**config.mk**
```make
export PLATFORM = sky130hd
export DESIGN_NAME = maxnet_ctrl
export DESIGN_NICKNAME = d
export VERILOG_FILES = /design/src/rtl/maxnet_ctrl.sv
export SDC_FILE = /design/constraint.sdc
export NUM_CORES = 1
export LEC_CHECK = 0
export ABC_AREA = 1
export CAP_MARGIN = 20
export CORE_AREA = 2 2 76 78
export CTS_CLUSTER_SIZE = 25
export DETAILED_ROUTE_END_ITERATION = 6
export DIE_AREA = 0 0 78 80
export PLACE_DENSITY_LB_ADDON = 0.08
export SYNTH_ARGS = -nofsm -noshare
export SYNTH_HDL_FRONTEND = slang
export SYNTH_SLANG_ARGS = --single-unit
```
**constraint.sdc**
```tcl
create_clock -name clk -period 2.4 [get_ports clk]
set_clock_uncertainty 0.05 [all_clocks]
set_input_delay 0.48 -clock clk [delete_from_list [all_inputs] [get_ports clk]]
set_output_delay 0.48 -clock clk [all_outputs]
set_load 0.005 [all_outputs]
```
**src/rtl/maxnet_ctrl.sv**
```systemverilog
// maxnet_ctrl: sequencer for a four-unit MAXNET winner-take-all network.
// Loads the initial activations (negative values clamped to zero), then
// repeats MULT/UPDATE/CHECK until at most one activation remains nonzero,
// and reports the surviving index and value.
//
// Optional feature: define MAXNET_TIMEOUT_EN to stop a run that still has
// more than one nonzero activation once iter_count reaches MAX_ITER; the
// run then ends with timeout=1 and no valid winner. Without the macro the
// iteration count is unbounded, timeout is tied low and MAX_ITER is unused.
//
// Handshake with the processing units: en1 is a one-cycle strobe telling
// the units to capture their products of pu_a0..3; en2 is a one-cycle
// strobe during which pu_new0..3 must be valid, and they are loaded into
// pu_a0..3 on the rising edge that ends that cycle. No back-pressure exists.
module maxnet_ctrl #(
    parameter int MAX_ITER = 15,
    parameter int ITER_W   = 4
) (
    input  logic              clk,
    input  logic              rst,
    input  logic              start,
    input  logic [4:0]        a_in0,
    input  logic [4:0]        a_in1,
    input  logic [4:0]        a_in2,
    input  logic [4:0]        a_in3,
    input  logic [4:0]        pu_new0,
    input  logic [4:0]        pu_new1,
    input  logic [4:0]        pu_new2,
    input  logic [4:0]        pu_new3,
    output logic [4:0]        pu_a0,
    output logic [4:0]        pu_a1,
    output logic [4:0]        pu_a2,
    output logic [4:0]        pu_a3,
    output logic              en1,
    output logic              en2,
    output logic              busy,
    output logic              done,
    output logic [1:0]        winner,
    output logic              winner_valid,
    output logic [4:0]        result,
    output logic [ITER_W-1:0] iter_count,
    output logic              timeout
);

    typedef enum logic [2:0] {
        S_IDLE   = 3'd0,
        S_LOAD   = 3'd1,
        S_MULT   = 3'd2,
        S_UPDATE = 3'd3,
        S_CHECK  = 3'd4,
        S_DONE   = 3'd5
    } state_t;

    state_t state;
    state_t state_nxt;

    logic [4:0] act     [4];
    logic [4:0] a_init  [4];
    logic [4:0] a_new   [4];
    logic [2:0] nz_count;
    logic [1:0] nz_idx;
    logic [4:0] nz_val;
    logic       hit_limit;
    logic       finish_run;

    assign a_init[0] = a_in0;
    assign a_init[1] = a_in1;
    assign a_init[2] = a_in2;
    assign a_init[3] = a_in3;
    assign a_new[0]  = pu_new0;
    assign a_new[1]  = pu_new1;
    assign a_new[2]  = pu_new2;
    assign a_new[3]  = pu_new3;

    assign pu_a0 = act[0];
    assign pu_a1 = act[1];
    assign pu_a2 = act[2];
    assign pu_a3 = act[3];

    // Count surviving activations; the last nonzero one is the winner candidate
    always_comb begin
        nz_count = '0;
        nz_idx   = '0;
        nz_val   = '0;
        for (int i = 0; i < 4; i++) begin
            if (act[i] != 5'd0) begin
                nz_count = nz_count + 3'd1;
                nz_idx   = 2'(i);
                nz_val   = act[i];
            end
        end
    end

`ifdef MAXNET_TIMEOUT_EN
    assign hit_limit = (nz_count > 3'd1) && (iter_count == ITER_W'(MAX_ITER));
`else
    assign hit_limit = 1'b0;
`endif

    assign finish_run = (nz_count <= 3'd1) || hit_limit;

    // State register
    always_ff @(posedge clk or posedge rst) begin
        if (rst) begin
            state <= S_IDLE;
        end else begin
            state <= state_nxt;
        end
    end

    // Next-state logic; start only matters in IDLE
    always_comb begin
        state_nxt = state;
        case (state)
            S_IDLE:   if (start) state_nxt = S_LOAD;
            S_LOAD:   state_nxt = S_MULT;
            S_MULT:   state_nxt = S_UPDATE;
            S_UPDATE: state_nxt = S_CHECK;
            S_CHECK:  state_nxt = finish_run ? S_DONE : S_MULT;
            S_DONE:   state_nxt = S_IDLE;
            default:  state_nxt = S_IDLE;
        endcase
    end

    // Moore outputs decoded from the state
    always_comb begin
        en1  = (state == S_MULT);
        en2  = (state == S_UPDATE);
        busy = (state != S_IDLE);
        done = (state == S_DONE);
    end

    // Datapath registers: activations, iteration count and run results
    always_ff @(posedge clk or posedge rst) begin
        if (rst) begin
            for (int i = 0; i < 4; i++) act[i] <= '0;
            iter_count   <= '0;
            timeout      <= 1'b0;
            winner       <= '0;
            winner_valid <= 1'b0;
            result       <= '0;
        end else begin
            case (state)
                S_LOAD: begin
                    for (int i = 0; i < 4; i++) begin
                        act[i] <= a_init[i][4] ? 5'd0 : a_init[i];
                    end
                    iter_count   <= '0;
                    timeout      <= 1'b0;
                    winner_valid <= 1'b0;
                end
                S_UPDATE: begin
                    for (int i = 0; i < 4; i++) act[i] <= a_new[i];
                    if (iter_count != {ITER_W{1'b1}}) begin
                        iter_count <= iter_count + 1'b1;
                    end
                end
                S_CHECK: begin
                    if (finish_run) begin
                        if (nz_count == 3'd1) begin
                            winner       <= nz_idx;
                            result       <= nz_val;
                            winner_valid <= 1'b1;
                        end else begin
                            winner       <= '0;
                            result       <= '0;
                            winner_valid <= 1'b0;
                        end
                        timeout <= hit_limit;
                    end
                end
                default: ;
            endcase
        end
    end

endmodule

```
== Word-level counts from Yosys, hierarchy flattened ==
Cells that the tools add are included.
W data, S select, Z words.
Word-level totals
  input port bits: 43
  logic and storage cells: 64
  register bits: 36
  output and inout port bits: 37
Cells by class
  reductions and logical operators: 11
  muxes and demuxes: 28
  eq/ne operators: 10
  magnitude comparators: 1
  add/sub/neg operators: 4
Operators by type and width (number)
  $pmux W20 S2: 1
  $mux W5: 5
  $mux W4: 5
  $reduce_bool A5 Y1: 4
  $mux W3: 5
  $pmux W3 S5: 1
  $add A3 B1 Y3 const B: 3
  $pmux W4 S2: 1
  $eq A3 B1 Y1 const B: 2
  $eq A3 B2 Y1 const B: 2
  $eq A3 B3 Y1 const B: 2
  $mux W2: 3
  $reduce_and A2 Y1: 3
  $mux W1: 5
  $add A4 B1 Y4 const B: 1
  $ne A2 B2 Y1 const B: 2
  $ne A4 B4 Y1 const B: 1
  $pmux W1 S2: 2
  $reduce_bool A2 Y1: 2
  $le A3 B1 Y1 const B: 1
  $logic_not A3 Y1: 1
  $reduce_bool A3 Y1: 1
  $ne A2 B1 Y1 const B: 1

== Logic depth before layout (Yosys ltp) ==
Gate-level depths: netlist of the first run.
  word-level depth: 12
  depth in mapped cells: 16
  depth with buffers taken out: 16

== Least setup slack after synthesis of the first run ==
No wires, ideal clock.
  path kind: reg-to-reg
  start point: reg act, in the netlist pu_a1[1]
  end point: reg winner[1]
  setup slack: 0.085 ns
  data arrival time: 2.145 ns
  required time: 2.230 ns
  setup time: 0.120 ns
  period minus slack after synthesis: 2.315 ns
  stages on the path, launching flop included: 13
  path buffers: 0
  cell sequence: dfrtp_1 -> nor2_1 -> nand4_1 -> inv_1 -> ha_1 -> nand4_1 -> nand2_1 -> ha_1 -> or2_4 -> a21oi_4 -> nand2_4 -> nand2_1 -> nand2_1
Between the ends
  cells in the longest elaborated chain, start to end: 8
  elaborated cells between the ends (all ways): 10
  those cells by class: 2 x add/sub; 1 x order compare; 1 x eq/ne; 4 x mux; 2 x reduce/logical
Ends and longest elaborated chain
  start: declaration: RTL line 57  | logic [4:0] act [4];
  start signal: indexed assignment: RTL line 146  | act[i] <= a_init[i][4] ? 5'd0 : a_init[i];
  $reduce_bool A5 Y1 (*): RTL line 86  | if (act[i] != 5'd0) begin
  $mux W3 (*): RTL line 86
  $add A3 B1 Y3: RTL line 87  | nz_count = nz_count + 3'd1;
  $mux W3 (*): RTL line 86
  $add A3 B1 Y3: RTL line 87
  $mux W3 (*): RTL line 86
  $le A3 B1 Y1 or $eq A3 B1 Y1 (tied branches): RTL line 100, 160
  $reduce_and A2 Y1 (no line) or $mux W2 (tied branches)
  end signal: assignment: RTL line 161  | winner <= nz_idx;
  end: declaration: RTL line 38  | output logic [1:0] winner,
Every way passes the cells marked *; elsewhere a longest branch is shown, timed or not.
A chain may end at the register's enable or synchronous reset.

== Final worst setup path of the first run ==
  start point: reg act, in the netlist pu_a1[0]
  end point: reg result[3]
Between the ends
  cells in the longest elaborated chain, start to end: 8
  elaborated cells between the ends (all ways): 13
  those cells by class: 2 x add/sub; 1 x order compare; 1 x eq/ne; 7 x mux; 2 x reduce/logical
Ends and longest elaborated chain
  $reduce_bool A5 Y1 (*): RTL line 86
  $mux W3: RTL line 86
  $add A3 B1 Y3: RTL line 87
  $mux W3: RTL line 86
  $add A3 B1 Y3: RTL line 87
  $mux W3: RTL line 86
  $le A3 B1 Y1 or $eq A3 B1 Y1 (tied branches): RTL line 100, 160
  $reduce_and A2 Y1 (no line) or $mux W5 (tied branches)
  end signal: assignment: RTL line 162  | result <= nz_val;
  end: declaration: RTL line 40  | output logic [4:0] result,
Marks and branches as above.

==> results.sh, run 1 <==
export IMPL_status="finished, final reports clean"
export IMPL_clk_pin_slew_worst_paths_ns=0.07
export IMPL_hold_end="result[4]"
export IMPL_worst_r2r_path_depth=12
export IMPL_drtPass1Iterations=4
export IMPL_achievable_clock_frequency_mhz=426.0
export IMPL_ys_top_cells_by_area="sky130_fd_sc_hd__dfrtp_1 43%, sky130_fd_sc_hd__nand2_1 8.3%, sky130_fd_sc_hd__inv_1 6.1%"
export IMPL_grt_remaining_overflow=0
export IMPL_die_height_um=80
export IMPL_synth_common_cells="45 x sky130_fd_sc_hd__nand2_1, 35 x sky130_fd_sc_hd__dfrtp_1, 33 x sky130_fd_sc_hd__inv_1, 31 x sky130_fd_sc_hd__nor2_1, 20 x sky130_fd_sc_hd__a21oi_1"
export IMPL_die_area_um2=6240
export IMPL_postLayoutCellArea_um2=3110
export IMPL_core_area_um2=5405
export IMPL_post_dp_cell_area_um2=2943
export IMPL_nets=398
export IMPL_hold_path_startpoint="result[4]"
export IMPL_cpLargestDelayFamily="simple AND/OR/NAND/NOR gates"
export IMPL_clock_tree_root_cell="sky130_fd_sc_hd__clkbuf_8"
export IMPL_num_vias=2038
export IMPL_yosysTopAreaCell="sky130_fd_sc_hd__dfrtp_1"
export IMPL_worst_path_most_repeated_cell="sky130_fd_sc_hd__nand2_1"
export IMPL_hold_path_depth=2
export IMPL_critical_path_slowest_cell="sky130_fd_sc_hd__dfrtp_1"
export IMPL_vdd_ir_drop_worst_uv=500.2
export IMPL_finalWeightedCongestion=0.8465
export IMPL_postRouteWirelength_mm=5.908
export IMPL_most_used_dff_post_synth="sky130_fd_sc_hd__dfrtp_1"
export IMPL_finalCritPeriodShare=0.9780
export IMPL_synth_avg_cell_area_um2=7.973
export IMPL_synthesized_area_um2=2033
export IMPL_place_hpwl_mm=4.445
export IMPL_worstPathCellList="nor2_2, nand4_1, inv_2, ha_4, nand4_1, nand2_1, ha_1, or2_4, a21oi_4, nand2_2, nand2_1, nand2_1"
export IMPL_switching_power_mw=1.591
export IMPL_detailedRoute_firstIterationViolations=134
export IMPL_die_width_um=78
export IMPL_htree_num_levels=2
export IMPL_cts_sink_count=35
export IMPL_finalWorstPathRequiredPeriod_ns=2.347
export IMPL_synth_cell_type_count=32
export IMPL_unrepaired_setup_endpoints_after_global_routing="yes"
export IMPL_dp_cells=409
export IMPL_yosysWarnings=0
export IMPL_p_leak_nw=1.438
export IMPL_final_cell_count_no_fill=424
export IMPL_reg2reg_setup_slack_ns=0.05
export IMPL_swShare=0.4294
export IMPL_critical_path_required_ns=2.53
export IMPL_timing_final_max_slew_violations=0
export IMPL_synth_edff_count=0
export IMPL_synth_seq_cells=35
export IMPL_grt_max_degree=36
export IMPL_power_share_combinational=0.594
export IMPL_worstSetupStartpointType="register"
export IMPL_synth_cells=255
export IMPL_residual_drc_count=0
export IMPL_flow_area_growth_from_synthesis_pct=52.98
export IMPL_initial_antenna_violation_count=0
export IMPL_reg_to_reg_end="result[3]"
export IMPL_rows=27
export IMPL_max_cap_violations=0
export IMPL_vias_per_cell=4.807
export IMPL_grt_usage=0.1953
export IMPL_cp_end_kind="register"
export IMPL_synth_fp_nets=302
export IMPL_initial_utilization=0.3762
export IMPL_layout_core_utilization=0.5755
export IMPL_worst_path_buf_inv=1
export IMPL_drive_above_1_share=0.1591
export IMPL_cts_hold_buffers_added=0
export IMPL_setup_viol=0
export IMPL_routed_wire_length_per_instance_um=13.93
export IMPL_number_of_global_route_vias_before_repair=2015
export IMPL_critical_path_arrival_ns=2.48
export IMPL_setup_total_negative_slack_ns=0
export IMPL_top_level_ports=80
export IMPL_number_of_buffers_created_by_cts=5
export IMPL_seq_power_share=0.295
export IMPL_finalHoldViolCount=0
export IMPL_pwr_density_cell_nw_per_um2=1191
export IMPL_async_reset_ff_frac=1.000
export IMPL_clk_latency_worst_skew_pair_ns=0.29
export IMPL_critPathMaxFanout=4
export IMPL_netlist_area_leader_share=0.4308
export IMPL_synth_most_common_cell="sky130_fd_sc_hd__nand2_1"
export IMPL_port_buffers=78
export IMPL_clock_tree_from_tritoncts="done"
export IMPL_ant_nets=0
export IMPL_power_internal_mw=2.114
export IMPL_clockPowerShare=0.111
export IMPL_rr_startpoint="pu_a1[0]"
export IMPL_wire_length_of_the_first_global_routing_pass_mm=9.501
export IMPL_cp_peak_stage_delay_ns=0.39
export IMPL_antenna_cells_inserted=0
export IMPL_clock_path_buffers=2
export IMPL_seq_area_frac_synth=0.4308
export IMPL_critical_path_class="register to register"
export IMPL_worstHoldPathType="register to register"
[worst max-delay path by stage]
stage             start         to  cells after the start
3_3_place_gp   pu_a1[1]  result[2]                     12
4_1_cts        pu_a1[1]  winner[0]                     12
6_report       pu_a1[0]  result[3]                     12
5_1_grt        pu_a1[0]  winner[0]                     12
3_5_place_dp   pu_a1[1]  result[2]                     12
2_1_floorplan  pu_a1[1]  winner[1]                     12
[worst register-to-register path, stage by stage (launching register included)]
cell and delay, ns:
sky130_fd_sc_hd__dfrtp_1 0.39, sky130_fd_sc_hd__nor2_2 0.14, sky130_fd_sc_hd__nand4_1 0.14, sky130_fd_sc_hd__inv_2 0.12, sky130_fd_sc_hd__ha_4 0.21, sky130_fd_sc_hd__nand4_1 0.08, sky130_fd_sc_hd__nand2_1 0.09, sky130_fd_sc_hd__ha_1 0.30
sky130_fd_sc_hd__or2_4 0.26, sky130_fd_sc_hd__a21oi_4 0.21, sky130_fd_sc_hd__nand2_2 0.12, sky130_fd_sc_hd__nand2_1 0.08, sky130_fd_sc_hd__nand2_1 0.04
[registers in the layout, indices dropped and copies added (netlist names)]
signal / count
result: 5
winner_valid: 1
pu_a3: 5
state: 3
pu_a2: 5
iter_count: 4
winner: 2
pu_a0: 5
pu_a1: 5
[layout make-up]
cell class | count | area [um2]
Clock buffer | 7 | 76.32
Clock inverter | 1 | 5.005
Fill cell | 530 | 2295
Inverter | 38 | 145.1
Multi-Input combinational cell | 178 | 1025
Sequential cell | 35 | 875.8
Tap cell | 72 | 90.09
Timing Repair Buffer | 93 | 893.4
[per-stage QoR]
step           power [mW]  hold slack, ns  setup slack, ns
2_1_floorplan       2.227          0.4226          0.08519
3_3_place_gp        3.204          0.4174           0.1104
3_5_place_dp        3.221          0.4190         0.005325
4_1_cts             3.649          0.4376          0.02595
5_1_grt             4.004          0.4656         -0.07511
6_report            3.706          0.4340          0.05285
[placed cells by master, fill, tap and decap left out, types with 3 or more instances in the layout]
| cell | instances |
|---|---|
| sky130_fd_sc_hd__buf_4 | 15 |
| sky130_fd_sc_hd__nand3_1 | 14 |
| sky130_fd_sc_hd__o21ai_0 | 12 |
| sky130_fd_sc_hd__dfrtp_1 | 35 |
| sky130_fd_sc_hd__inv_2 | 5 |
| sky130_fd_sc_hd__nor2_4 | 3 |
| sky130_fd_sc_hd__clkbuf_8 | 5 |
| sky130_fd_sc_hd__nand2_1 | 43 |
| sky130_fd_sc_hd__nor3_1 | 6 |
| sky130_fd_sc_hd__nand2_4 | 4 |
| sky130_fd_sc_hd__nor2_1 | 29 |
| sky130_fd_sc_hd__nand2_2 | 8 |
| sky130_fd_sc_hd__nor2_2 | 4 |
| sky130_fd_sc_hd__a21oi_1 | 20 |
| sky130_fd_sc_hd__clkdlybuf4s50_1 | 78 |
| sky130_fd_sc_hd__inv_1 | 31 |
| sky130_fd_sc_hd__nand4_1 | 6 |
| sky130_fd_sc_hd__a211oi_1 | 12 |
[power groups by stage]
| stage | clock (mW) | combinational (mW) | sequential, mW |
|---|---|---|---|
| 2_1_floorplan | 0 | 1.15 | 1.08 |
| 3_3_place_gp | 0 | 2.11 | 1.10 |
| 3_5_place_dp | 0 | 2.12 | 1.10 |
| 4_1_cts | 0.421 | 2.14 | 1.09 |
| 5_1_grt | 0.448 | 2.42 | 1.13 |
| 6_report | 0.410 | 2.20 | 1.09 |
[logic make-up after synthesis]
| family | Yosys count | synth area share |
|---|---|---|
| compound gates | 50 | 0.1483 |
| xor+xnor | 1 | 0.004308 |
| fa+ha+maj | 4 | 0.02462 |
| buf+inv | 43 | 0.08554 |
| flops | 35 | 0.4308 |
| other cells | 1 | 0.001844 |
| simple gates | 121 | 0.3046 |
[layer usage]
metal / GRT usage / share of wire
met1: 0.2782 / 0.48
met2: 0.3009 / 0.46
met3: 0.03620 / 0.048
met4: 0.06140 / 0.011
met5: 0 / 0
[repair_timing]
item | in CTS | in global routing
hold endpoints to repair | 0 | 0
gates cloned | 0 | 1
buffers inserted | 1 | 5
endpoints found under the setup margin | 7 | 11
pin swaps | 1 | 10
resized for setup | 0 | 9
Power figures use the tool's default switching activity.
==> run 2: changes to the inputs <==
==> constraint.sdc (replaced) <==
create_clock -name clk -period 2.4 [get_ports clk]
set_clock_uncertainty 0.05 [all_clocks]
set_input_delay 0.48 -clock clk [delete_from_list [all_inputs] [get_ports clk]]
set_output_delay 0.48 -clock clk [all_outputs]
set_load 0.01 [all_outputs]
==> results of run 2 <==
Same layout as run 1 (identical final DEF). Status: finished, final reports clean.
Among the figures that moved: total power 3.706 mW -> 3.812 mW; worst IR drop on VDD 500.2 uV -> 518.7 uV
